File: src/rtl/mem_port_arbiter.sv
// mem_port_arbiter: shares one single-ported synchronous memory between an
// instruction-fetch port (read only) and a data port (read/write). Each port
// owns a one-deep pending buffer; a three-state FSM issues one access at a
// time and returns read data after LAT cycles.
module mem_port_arbiter #(
    parameter int ADDR_W = 17,
    parameter int LAT    = 2
) (
    input  logic              clk,
    input  logic              rstn,
    // instruction-fetch port
    input  logic              i_req,
    input  logic [ADDR_W-1:0] i_addr,
    output logic              i_accepted,
    output logic              i_done,
    output logic [31:0]       i_rdata,
    // data port
    input  logic              d_req,
    input  logic [3:0]        d_we,
    input  logic [ADDR_W-1:0] d_addr,
    input  logic [31:0]       d_wdata,
    output logic              d_accepted,
    output logic              d_done,
    output logic [31:0]       d_rdata,
    // memory port
    output logic              m_en,
    output logic [3:0]        m_we,
    output logic [ADDR_W-1:0] m_addr,
    output logic [31:0]       m_wdata,
    input  logic [31:0]       m_rdata
);

    localparam logic [1:0] S_IDLE  = 2'd0;
    localparam logic [1:0] S_ISSUE = 2'd1;
    localparam logic [1:0] S_WAIT  = 2'd2;

    localparam logic PORT_I = 1'b0;
    localparam logic PORT_D = 1'b1;

    localparam logic [2:0] LAT_C = 3'(LAT);

    logic [1:0]        state_q,      state_d;
    logic [2:0]        cnt_q,        cnt_d;
    logic              last_grant_q, last_grant_d;
    logic              cur_port_q,   cur_port_d;

    logic              ib_valid_q,   ib_valid_d;
    logic [ADDR_W-1:0] ib_addr_q,    ib_addr_d;
    logic              i_busy_q,     i_busy_d;

    logic              db_valid_q,   db_valid_d;
    logic [ADDR_W-1:0] db_addr_q,    db_addr_d;
    logic [3:0]        db_we_q,      db_we_d;
    logic [31:0]       db_wdata_q,   db_wdata_d;
    logic              d_busy_q,     d_busy_d;

    logic              m_en_q,       m_en_d;
    logic [3:0]        m_we_q,       m_we_d;
    logic [ADDR_W-1:0] m_addr_q,     m_addr_d;
    logic [31:0]       m_wdata_q,    m_wdata_d;

    logic              i_acc_q,      i_acc_d;
    logic              d_acc_q,      d_acc_d;
    logic              i_done_q,     i_done_d;
    logic              d_done_q,     d_done_d;
    logic [31:0]       i_rdata_q,    i_rdata_d;
    logic [31:0]       d_rdata_q,    d_rdata_d;

    logic              grant_data;

    // Next-state logic: request capture, arbitration and access sequencing.
    always_comb begin
        // NOTE: every _d starts from its _q (or from zero for pulses) so no
        // path through the case statement can leave a latch behind.
        state_d      = state_q;
        cnt_d        = cnt_q;
        last_grant_d = last_grant_q;
        cur_port_d   = cur_port_q;
        ib_valid_d   = ib_valid_q;
        ib_addr_d    = ib_addr_q;
        i_busy_d     = i_busy_q;
        db_valid_d   = db_valid_q;
        db_addr_d    = db_addr_q;
        db_we_d      = db_we_q;
        db_wdata_d   = db_wdata_q;
        d_busy_d     = d_busy_q;
        m_en_d       = 1'b0;
        m_we_d       = 4'b0000;
        m_addr_d     = '0;
        m_wdata_d    = 32'h0;
        i_acc_d      = 1'b0;
        d_acc_d      = 1'b0;
        i_done_d     = 1'b0;
        d_done_d     = 1'b0;
        i_rdata_d    = i_rdata_q;
        d_rdata_d    = d_rdata_q;
        grant_data   = 1'b0;

        // A port takes a new request only when it has nothing queued or in flight.
        if (i_req && !ib_valid_q && !i_busy_q) begin
            ib_valid_d = 1'b1;
            ib_addr_d  = i_addr;
            i_acc_d    = 1'b1;
        end
        if (d_req && !db_valid_q && !d_busy_q) begin
            db_valid_d = 1'b1;
            db_addr_d  = d_addr;
            db_we_d    = d_we;
            db_wdata_d = d_wdata;
            d_acc_d    = 1'b1;
        end

        case (state_q)
            S_IDLE: begin
                if (ib_valid_q || db_valid_q) begin
                    grant_data = db_valid_q && (!ib_valid_q || last_grant_q == PORT_I);
                    // Only contested grants move the round-robin pointer, so an
                    // uncontested grant never steals the other port's next tie.
                    if (ib_valid_q && db_valid_q) begin
                        last_grant_d = grant_data;
                    end
                    m_en_d  = 1'b1;
                    state_d = S_ISSUE;
                    if (grant_data) begin
                        cur_port_d = PORT_D;
                        db_valid_d = 1'b0;
                        d_busy_d   = 1'b1;
                        m_we_d     = db_we_q;
                        m_addr_d   = db_addr_q;
                        m_wdata_d  = db_wdata_q;
                    end else begin
                        cur_port_d = PORT_I;
                        ib_valid_d = 1'b0;
                        i_busy_d   = 1'b1;
                        m_addr_d   = ib_addr_q;
                    end
                end
            end
            S_ISSUE: begin
                if (m_we_q != 4'b0000) begin
                    // Writes complete the cycle after the memory strobe.
                    state_d  = S_IDLE;
                    d_done_d = 1'b1;
                    d_busy_d = 1'b0;
                end else begin
                    state_d = S_WAIT;
                    cnt_d   = 3'd1;
                end
            end
            S_WAIT: begin
                if (cnt_q == LAT_C) begin
                    state_d = S_IDLE;
                    cnt_d   = 3'd0;
                    if (cur_port_q == PORT_D) begin
                        d_rdata_d = m_rdata;
                        d_done_d  = 1'b1;
                        d_busy_d  = 1'b0;
                    end else begin
                        i_rdata_d = m_rdata;
                        i_done_d  = 1'b1;
                        i_busy_d  = 1'b0;
                    end
                end else begin
                    cnt_d = cnt_q + 3'd1;
                end
            end
            default: state_d = S_IDLE;
        endcase
    end

    // State registers with synchronous active-low reset; reset aborts any access.
    always_ff @(posedge clk) begin
        // NOTE: non-blocking assignments so every register samples pre-edge values.
        if (!rstn) begin
            state_q      <= S_IDLE;
            cnt_q        <= 3'd0;
            last_grant_q <= PORT_I;
            cur_port_q   <= PORT_I;
            ib_valid_q   <= 1'b0;
            ib_addr_q    <= '0;
            i_busy_q     <= 1'b0;
            db_valid_q   <= 1'b0;
            db_addr_q    <= '0;
            db_we_q      <= 4'b0000;
            db_wdata_q   <= 32'h0;
            d_busy_q     <= 1'b0;
            m_en_q       <= 1'b0;
            m_we_q       <= 4'b0000;
            m_addr_q     <= '0;
            m_wdata_q    <= 32'h0;
            i_acc_q      <= 1'b0;
            d_acc_q      <= 1'b0;
            i_done_q     <= 1'b0;
            d_done_q     <= 1'b0;
            i_rdata_q    <= 32'h0;
            d_rdata_q    <= 32'h0;
        end else begin
            state_q      <= state_d;
            cnt_q        <= cnt_d;
            last_grant_q <= last_grant_d;
            cur_port_q   <= cur_port_d;
            ib_valid_q   <= ib_valid_d;
            ib_addr_q    <= ib_addr_d;
            i_busy_q     <= i_busy_d;
            db_valid_q   <= db_valid_d;
            db_addr_q    <= db_addr_d;
            db_we_q      <= db_we_d;
            db_wdata_q   <= db_wdata_d;
            d_busy_q     <= d_busy_d;
            m_en_q       <= m_en_d;
            m_we_q       <= m_we_d;
            m_addr_q     <= m_addr_d;
            m_wdata_q    <= m_wdata_d;
            i_acc_q      <= i_acc_d;
            d_acc_q      <= d_acc_d;
            i_done_q     <= i_done_d;
            d_done_q     <= d_done_d;
            i_rdata_q    <= i_rdata_d;
            d_rdata_q    <= d_rdata_d;
        end
    end

    assign i_accepted = i_acc_q;
    assign i_done     = i_done_q;
    assign i_rdata    = i_rdata_q;
    assign d_accepted = d_acc_q;
    assign d_done     = d_done_q;
    assign d_rdata    = d_rdata_q;
    assign m_en       = m_en_q;
    assign m_we       = m_we_q;
    assign m_addr     = m_addr_q;
    assign m_wdata    = m_wdata_q;

endmodule

File: config.mk
export PLATFORM = sky130hd
export DESIGN_NAME = mem_port_arbiter
export DESIGN_NICKNAME = d
export VERILOG_FILES = /design/src/rtl/mem_port_arbiter.sv
export SDC_FILE = /design/constraint.sdc
export NUM_CORES = 1
export LEC_CHECK = 0
export BUFFER_PORTS_ARGS = -buffer_cell sky130_fd_sc_hd__buf_4
export CAP_MARGIN = 20
export CORE_MARGIN = 4
export CORE_UTILIZATION = 40
export CTS_CLUSTER_DIAMETER = 50
export DETAILED_ROUTE_END_ITERATION = 16
export PLACE_DENSITY = 0.71
export SYNTH_ARGS = -nofsm -noshare
export SYNTH_HDL_FRONTEND = slang
export SYNTH_SLANG_ARGS = --single-unit
File: constraint.sdc
create_clock -name clk -period 2.03 [get_ports clk]
set_input_delay 0.406 -clock clk [delete_from_list [all_inputs] [get_ports clk]]
set_output_delay 0.406 -clock clk [all_outputs]
set_load 0.05 [all_outputs]
==> results_dict.tcl, run 1 <==
set metrics [dict create \
    gp_congestion 0.781 \
    worstPathCellList "inv_1 > ha_1 > nand2_1 > or4_1 > buf_4 > nand2_1 > a21boi_0" \
    slew_violations 0 \
    floorplan.initialDensity 0.408 \
    avgRoutedWirePerCell_um 15.0 \
    worstSetupPathType "reg -> reg" \
    gr_overflow_total 0 \
    grtUsageMet1 0.228 \
    fillers 1652 \
    post-synth-top-count-cell "nand2_1" \
    timing.max_cap.violations 0 \
    grt_pass1_wl_mm 30.2 \
    synth-seq-area-share 0.555 \
    timing.final.crit_period_ps 1800 \
    area.growth.synth_to_final_pct 37.9 \
    crit_top_cell "nand2_1" \
    finalNetCount 1153 \
    synth-xor-area-share 0.00120 \
    ctsHtreeMaxLevel 1 \
    core-area_mm2 0.0180 \
    routed_wirelength_mm 19.3 \
    num_vias 6156 \
    timing.clock.skew_ps 10.0 \
    core.rowCount 49 \
    placedInstanceArea_mm2 0.00924 \
    ys_dominant_reg_cell "dfxtp_1" \
    cts-hold-fix-buffers 0 \
    cts_root_buf "clkbuf_16" \
    critical_path_required_ps 2420 \
    worst-slew-pin-transition_ps 947 \
    io_buffer_count 227 \
    cts_buffers 24 \
    initial_antenna_violation_count 0 \
    cts_tree "built" \
    floorplan.die_area_mm2 0.0205 \
    yosys-mux-area-fraction 0.00410 \
    synth_edf_count 0 \
    synth_area_in_compound_gates 0.169 \
    die-height_um 143 \
    yosysTopAreaCellShare 0.555 \
    drt_drc_violations_left 0 \
    power.static_leakage_nw 4.21 \
    totalPowerFinal_mw 10.5 \
    antenna_cell_count 0 \
    grt_setup_unrepaired "false" \
    slew-limit-headroom 0.360 \
    clkLatencyLatePin_ps 500 \
    fin_tns_setup_ps 0 \
    via_count_of_the_first_global_routing_pass 5911 \
    fmaxAchievable_mhz 557 \
    yosys.area.top_type "dfxtp_1" \
    grt_start_max_net_pins 90 \
    avgViaCountPerCell 4.78 \
    number_of_buffers_inserted_by_post_cts_setup_repair 0 \
    synth_simple_gate_area_share 0.222 \
    layout-drive-gt1-share 0.271 \
    dieWidth_um 143 \
    synthTopCellsByCount "314 x nand2_1, 203 x dfxtp_1, 97 x a21boi_0" \
    preCtsSetupSlack_ps 246 \
    ios 228 \
    max-vdd-ir-drop_mv 0.556 \
    antenna_violating_nets_post_route 0 \
    first_pass_iters 5 \
    syn_area_per_cell_um2 8.80 \
    syn-instance-count 832 \
    gr-usage-all-layers 0.181 \
    synth.net_count 943 \
    tritoncts_num_sinks 203 \
    yosys.area_share.adder 0.00855 \
    post_route_setup_slack_ps 235 \
    hold_viol 0 \
    async_flop_share 0 \
    power_density_mw_per_mm2 1040 \
    timing.hold.worst.class "in -> reg" \
    setup_violations 0 \
    groute.layer.met3.usage 0.0606 \
    max_stage_delay_ps 430 \
    run_status "finished clean" \
    clock_path_buffers 3 \
    groute.layer.met2.usage 0.301 \
    period_share 0.884 \
    post_synth_main_area_contributors "dfxtp_1 56%, nand2_1 16%, a21boi_0 9.9%" \
    synth-warning-count 0 \
    dp.final_hpwl_mm 13.1 \
    dp_cells 1245 \
    syn-cell-area_mm2 0.00732 \
    crit_arrival_ps 2180 \
    main_combinational_cell_family_by_area_after_synthesis "simple AND/OR/NAND/NOR gates" \
    cp_slowest_cell "or4_1" \
    cts.clk_slew.worst_paths_ps 60 \
    cp_max_fo 32 \
    synth_seq_cells 203 \
    setup.worst_path.start_class "flip-flop" \
    cp-end-kind "flip-flop" \
    synth_cell_type_count 39 \
    dr.first_iter.drc_count 317 \
    finish.instance_area_mm2 0.0101 \
    stdcell_count 1287 \
    number_of_gates_resized_after_cts 0 \
    globalRoute.busiestLayer "met2" \
]
==> area by class of cell <==
type / instances / area (um2) / area share
Inverter: 6 / 22.5 / 0.00223
Multi-Input combinational cell: 564 / 2980 / 0.296
Timing Repair Buffer: 243 / 1890 / 0.187
Tap cell: 229 / 287 / 0.0284
Sequential cell: 203 / 4060 / 0.402
Clock inverter: 11 / 208 / 0.0206
Clock buffer: 31 / 647 / 0.0641
==> critical path: cells and delay by family, from the launching register on <==
family / cells / cell delay (ps)
flops: 1 / 340
compound gates: 1 / 80
fa+ha+maj: 1 / 180
buf+inv: 2 / 380
simple gates: 3 / 690
==> cell usage in the layout, fill, tap and decap left out, drive strengths merged, types with 2 or more instances in the layout <==
master    n
bufinv    5
nor2b     6
and2     42
o211ai    2
dfxtp   203
o21ai     3
buf     243
or4       2
nand2b    3
clkbuf   31
clkinv    3
nand3     2
mux2i     3
and3      3
ha        5
nand4     2
nand2   314
inv       9
a21boi  137
a21oi    20
nor2      4
nor4      3
==> sequential cells by signal, summed over array words and instances, names as in the netlist, 2 cells and up <==
signal      cells
cnt_q           3
d_rdata        32
db_addr_q      17
db_wdata_q     32
db_we_q         4
i_rdata        32
ib_addr_q      17
m_addr         17
m_wdata        32
m_we            4
state_q         2
==> cell families (layout without fill, tap and decap cells) <==
logic type,Yosys count,in the layout
xor+xnor,1,1
compound gates,171,171
flops,203,203
mux,3,3
buf+inv,65,291
simple gates,384,384
fa+ha+maj,5,5
==> routing by layer <==
metal	vias up	wire length [um]
met5	-	0
met4	0	293
met3	24	1900
met2	198	8850
met1	2837	8300
li1	3097	-
==> worst paths after layout <==
check	slack, ps	depth (start not counted)	from	end
max reg2reg	230	7	state_q[0]$_SDFFE_PN0P_	i_rdata[10]$_SDFFE_PN0P_
min reg2reg	450	1	db_wdata_q[15]$_SDFFE_PN0P_	m_wdata[15]$_SDFF_PN0_
max	230	7	state_q[0]$_SDFFE_PN0P_	i_rdata[10]$_SDFFE_PN0P_
min	150	3	d_wdata[27]	db_wdata_q[27]$_SDFFE_PN0P_
==> metrics by stage <==
step | hold WS, ps | util
3_5_place_dp | 440 | 0.515
3_3_place_gp | 434 | 0.515
6_report | 154 | 0.562
2_1_floorplan | 430 | -
4_1_cts | 132 | 0.562
5_1_grt | 137 | 0.562
==> power by group <==
part | internal [mW] | switching, mW
logic | 0.591 | 0.949
clock network | 2.91 | 1.66
registers | 4.26 | 0.161
total | 7.76 | 2.77
Power figures use the tool's default switching activity.
==> inputs of run 2 (changes only) <==
--- a/config.mk
+++ b/config.mk
@@ -8,10 +8,10 @@
 export BUFFER_PORTS_ARGS = -buffer_cell sky130_fd_sc_hd__buf_4
 export CAP_MARGIN = 20
 export CORE_MARGIN = 4
-export CORE_UTILIZATION = 40
+export CORE_UTILIZATION = 51
 export CTS_CLUSTER_DIAMETER = 50
 export DETAILED_ROUTE_END_ITERATION = 16
-export PLACE_DENSITY = 0.71
+export PLACE_DENSITY = 0.86
 export SYNTH_ARGS = -nofsm -noshare
 export SYNTH_HDL_FRONTEND = slang
 export SYNTH_SLANG_ARGS = --single-unit
==> results_dict.tcl, run 2 (synthesis gave the netlist of run 1 again) <==
set metrics [dict create \
    run_status "finished clean" \
    ios 228 \
    num_vias 6209 \
    antenna_violating_nets_post_route 0 \
    routed_wirelength_mm 18.9 \
    area.growth.synth_to_final_pct 33.7 \
    cts.clk_slew.worst_paths_ps 70 \
    timing.clock.skew_ps 9.28 \
    cp_max_fo 32 \
    floorplan.initialDensity 0.523 \
    clock_path_buffers 3 \
    fin_tns_setup_ps 0 \
    slew-limit-headroom 0.388 \
    dp.final_hpwl_mm 12.9 \
    stdcell_count 1231 \
    worstPathCellList "inv_1 > ha_1 > nand2_1 > or4_1 > buf_4 > nand2_1 > a21boi_0" \
    period_share 0.877 \
    layout-drive-gt1-share 0.265 \
    core-area_mm2 0.0140 \
    worst-slew-pin-transition_ps 906 \
    gp_congestion 0.875 \
    antenna_cell_count 0 \
    crit_arrival_ps 2130 \
    finalNetCount 1150 \
    timing.hold.worst.class "in -> reg" \
    dieWidth_um 128 \
    fillers 1065 \
    setup.worst_path.start_class "flip-flop" \
    timing.final.crit_period_ps 1780 \
    critical_path_required_ps 2380 \
    number_of_gates_resized_after_cts 0 \
    max-vdd-ir-drop_mv 0.672 \
    via_count_of_the_first_global_routing_pass 6069 \
    grt_start_max_net_pins 56 \
    initial_antenna_violation_count 0 \
    power_frac_seq 0.469 \
    dp_cells 1196 \
    layout_common_cells "313 x nand2_1, 239 x buf_4, 203 x dfxtp_1" \
    power_report.internal_total_mw 6.87 \
    cts_root_buf "clkbuf_16" \
    clkLatencyLatePin_ps 480 \
    dr.first_iter.drc_count 416 \
    power_frac_clock 0.368 \
    ctsHtreeMaxLevel 1 \
    max_stage_delay_ps 430 \
    number_of_buffers_inserted_by_post_cts_setup_repair 0 \
    io_buffer_count 227 \
    crit_top_cell "nand2_1" \
    net-switching-power_mw 2.56 \
    layout_commonest_cell "nand2_1" \
    setup_violations 0 \
    grt_pass1_wl_mm 29.8 \
    cpLargestDelayFamily "simple AND/OR/NAND/NOR gates" \
    first_pass_iters 5 \
    tritoncts_num_sinks 203 \
    floorplan.die_area_mm2 0.0163 \
    slew_violations 0 \
    fmaxAchievable_mhz 561 \
    drt_drc_violations_left 0 \
    swShare 0.272 \
    combinational_group_share_of_total_power 0.162 \
    core.rowCount 43 \
    avgViaCountPerCell 5.04 \
    die-height_um 128 \
    cp-end-kind "flip-flop" \
    avgRoutedWirePerCell_um 15.4 \
    cp_slowest_cell "or4_1" \
    worstSetupPathType "reg -> reg" \
    crit_buf_inv 2 \
    cts_buffers 21 \
    gr-usage-all-layers 0.222 \
    timing.max_cap.violations 0 \
    cts-hold-fix-buffers 0 \
    gr_overflow_total 0 \
    cts_tree "built" \
    hold_viol 0 \
    power.static_leakage_nw 4.09 \
    grt_setup_unrepaired "false" \
    power_density_mw_per_mm2 963 \
]
[run 2: cell count changes in the layout (fill, tap and decap cells not counted), sizes merged]
cell      previous run  this run
bufinv               5         0
inv                  9         7
clkinv               3         2
clkinvlp             0         1
[run 2: layout make-up]
| cell class | instances | area (um2) | share of cell area |
|---|---|---|---|
| Inverter | 6 | 22.5 | 0.00230 |
| Multi-Input combinational cell | 564 | 2980 | 0.305 |
| Clock inverter | 4 | 26.3 | 0.00268 |
| Sequential cell | 203 | 4060 | 0.415 |
| Tap cell | 180 | 225 | 0.0230 |
| Clock buffer | 31 | 593 | 0.0606 |
| Timing Repair Buffer | 243 | 1870 | 0.191 |
[run 2: power groups by stage]
stage	Clock, mW	Combinational (mW)	Sequential [mW]
after floorplan	0	0.865	4.61
after global placement	0	1.50	4.50
after detailed placement	0	1.53	4.51
after CTS	3.54	1.55	4.43
after global routing	3.70	1.69	4.46
final	3.47	1.53	4.43
[run 2: per-layer routing]
metal	routed length, um	GRT usage	share of wire
met4	705	0.0830	0.037
met2	9180	0.381	0.48
met3	1710	0.0617	0.090
met1	7340	0.265	0.39
met5	0	0	0
[run 2: tightest hold or removal path: stages]
cell and delay [ps]:
buf_4 110, nand2_1 40, a21boi_0 60
[run 2: final timing paths]
kind                                              start                          end  slack [ps]  cells past startpoint
worst max-delay path            state_q[0]$_SDFFE_PN0P_      i_rdata[0]$_SDFFE_PN0P_         250                      7
worst min-delay path                        d_wdata[14]  db_wdata_q[14]$_SDFFE_PN0P_         180                      3
worst max register to register  state_q[0]$_SDFFE_PN0P_      i_rdata[0]$_SDFFE_PN0P_         250                      7
worst min register to register  d_rdata[8]$_SDFFE_PN0P_      d_rdata[8]$_SDFFE_PN0P_         450                      2
[run 2: metrics by stage]
step	cell area (um2)	total power [mW]	utilization	setup WS [ps]	hold slack, ps
after global placement	9170	5.99	0.656	336	433
after CTS	9790	9.52	0.700	244	169
after global routing	9790	9.86	0.700	71.0	175
after detailed placement	9170	6.05	0.656	257	440
after floorplan	7320	5.47	-	313	430
final	9790	9.43	0.700	249	179
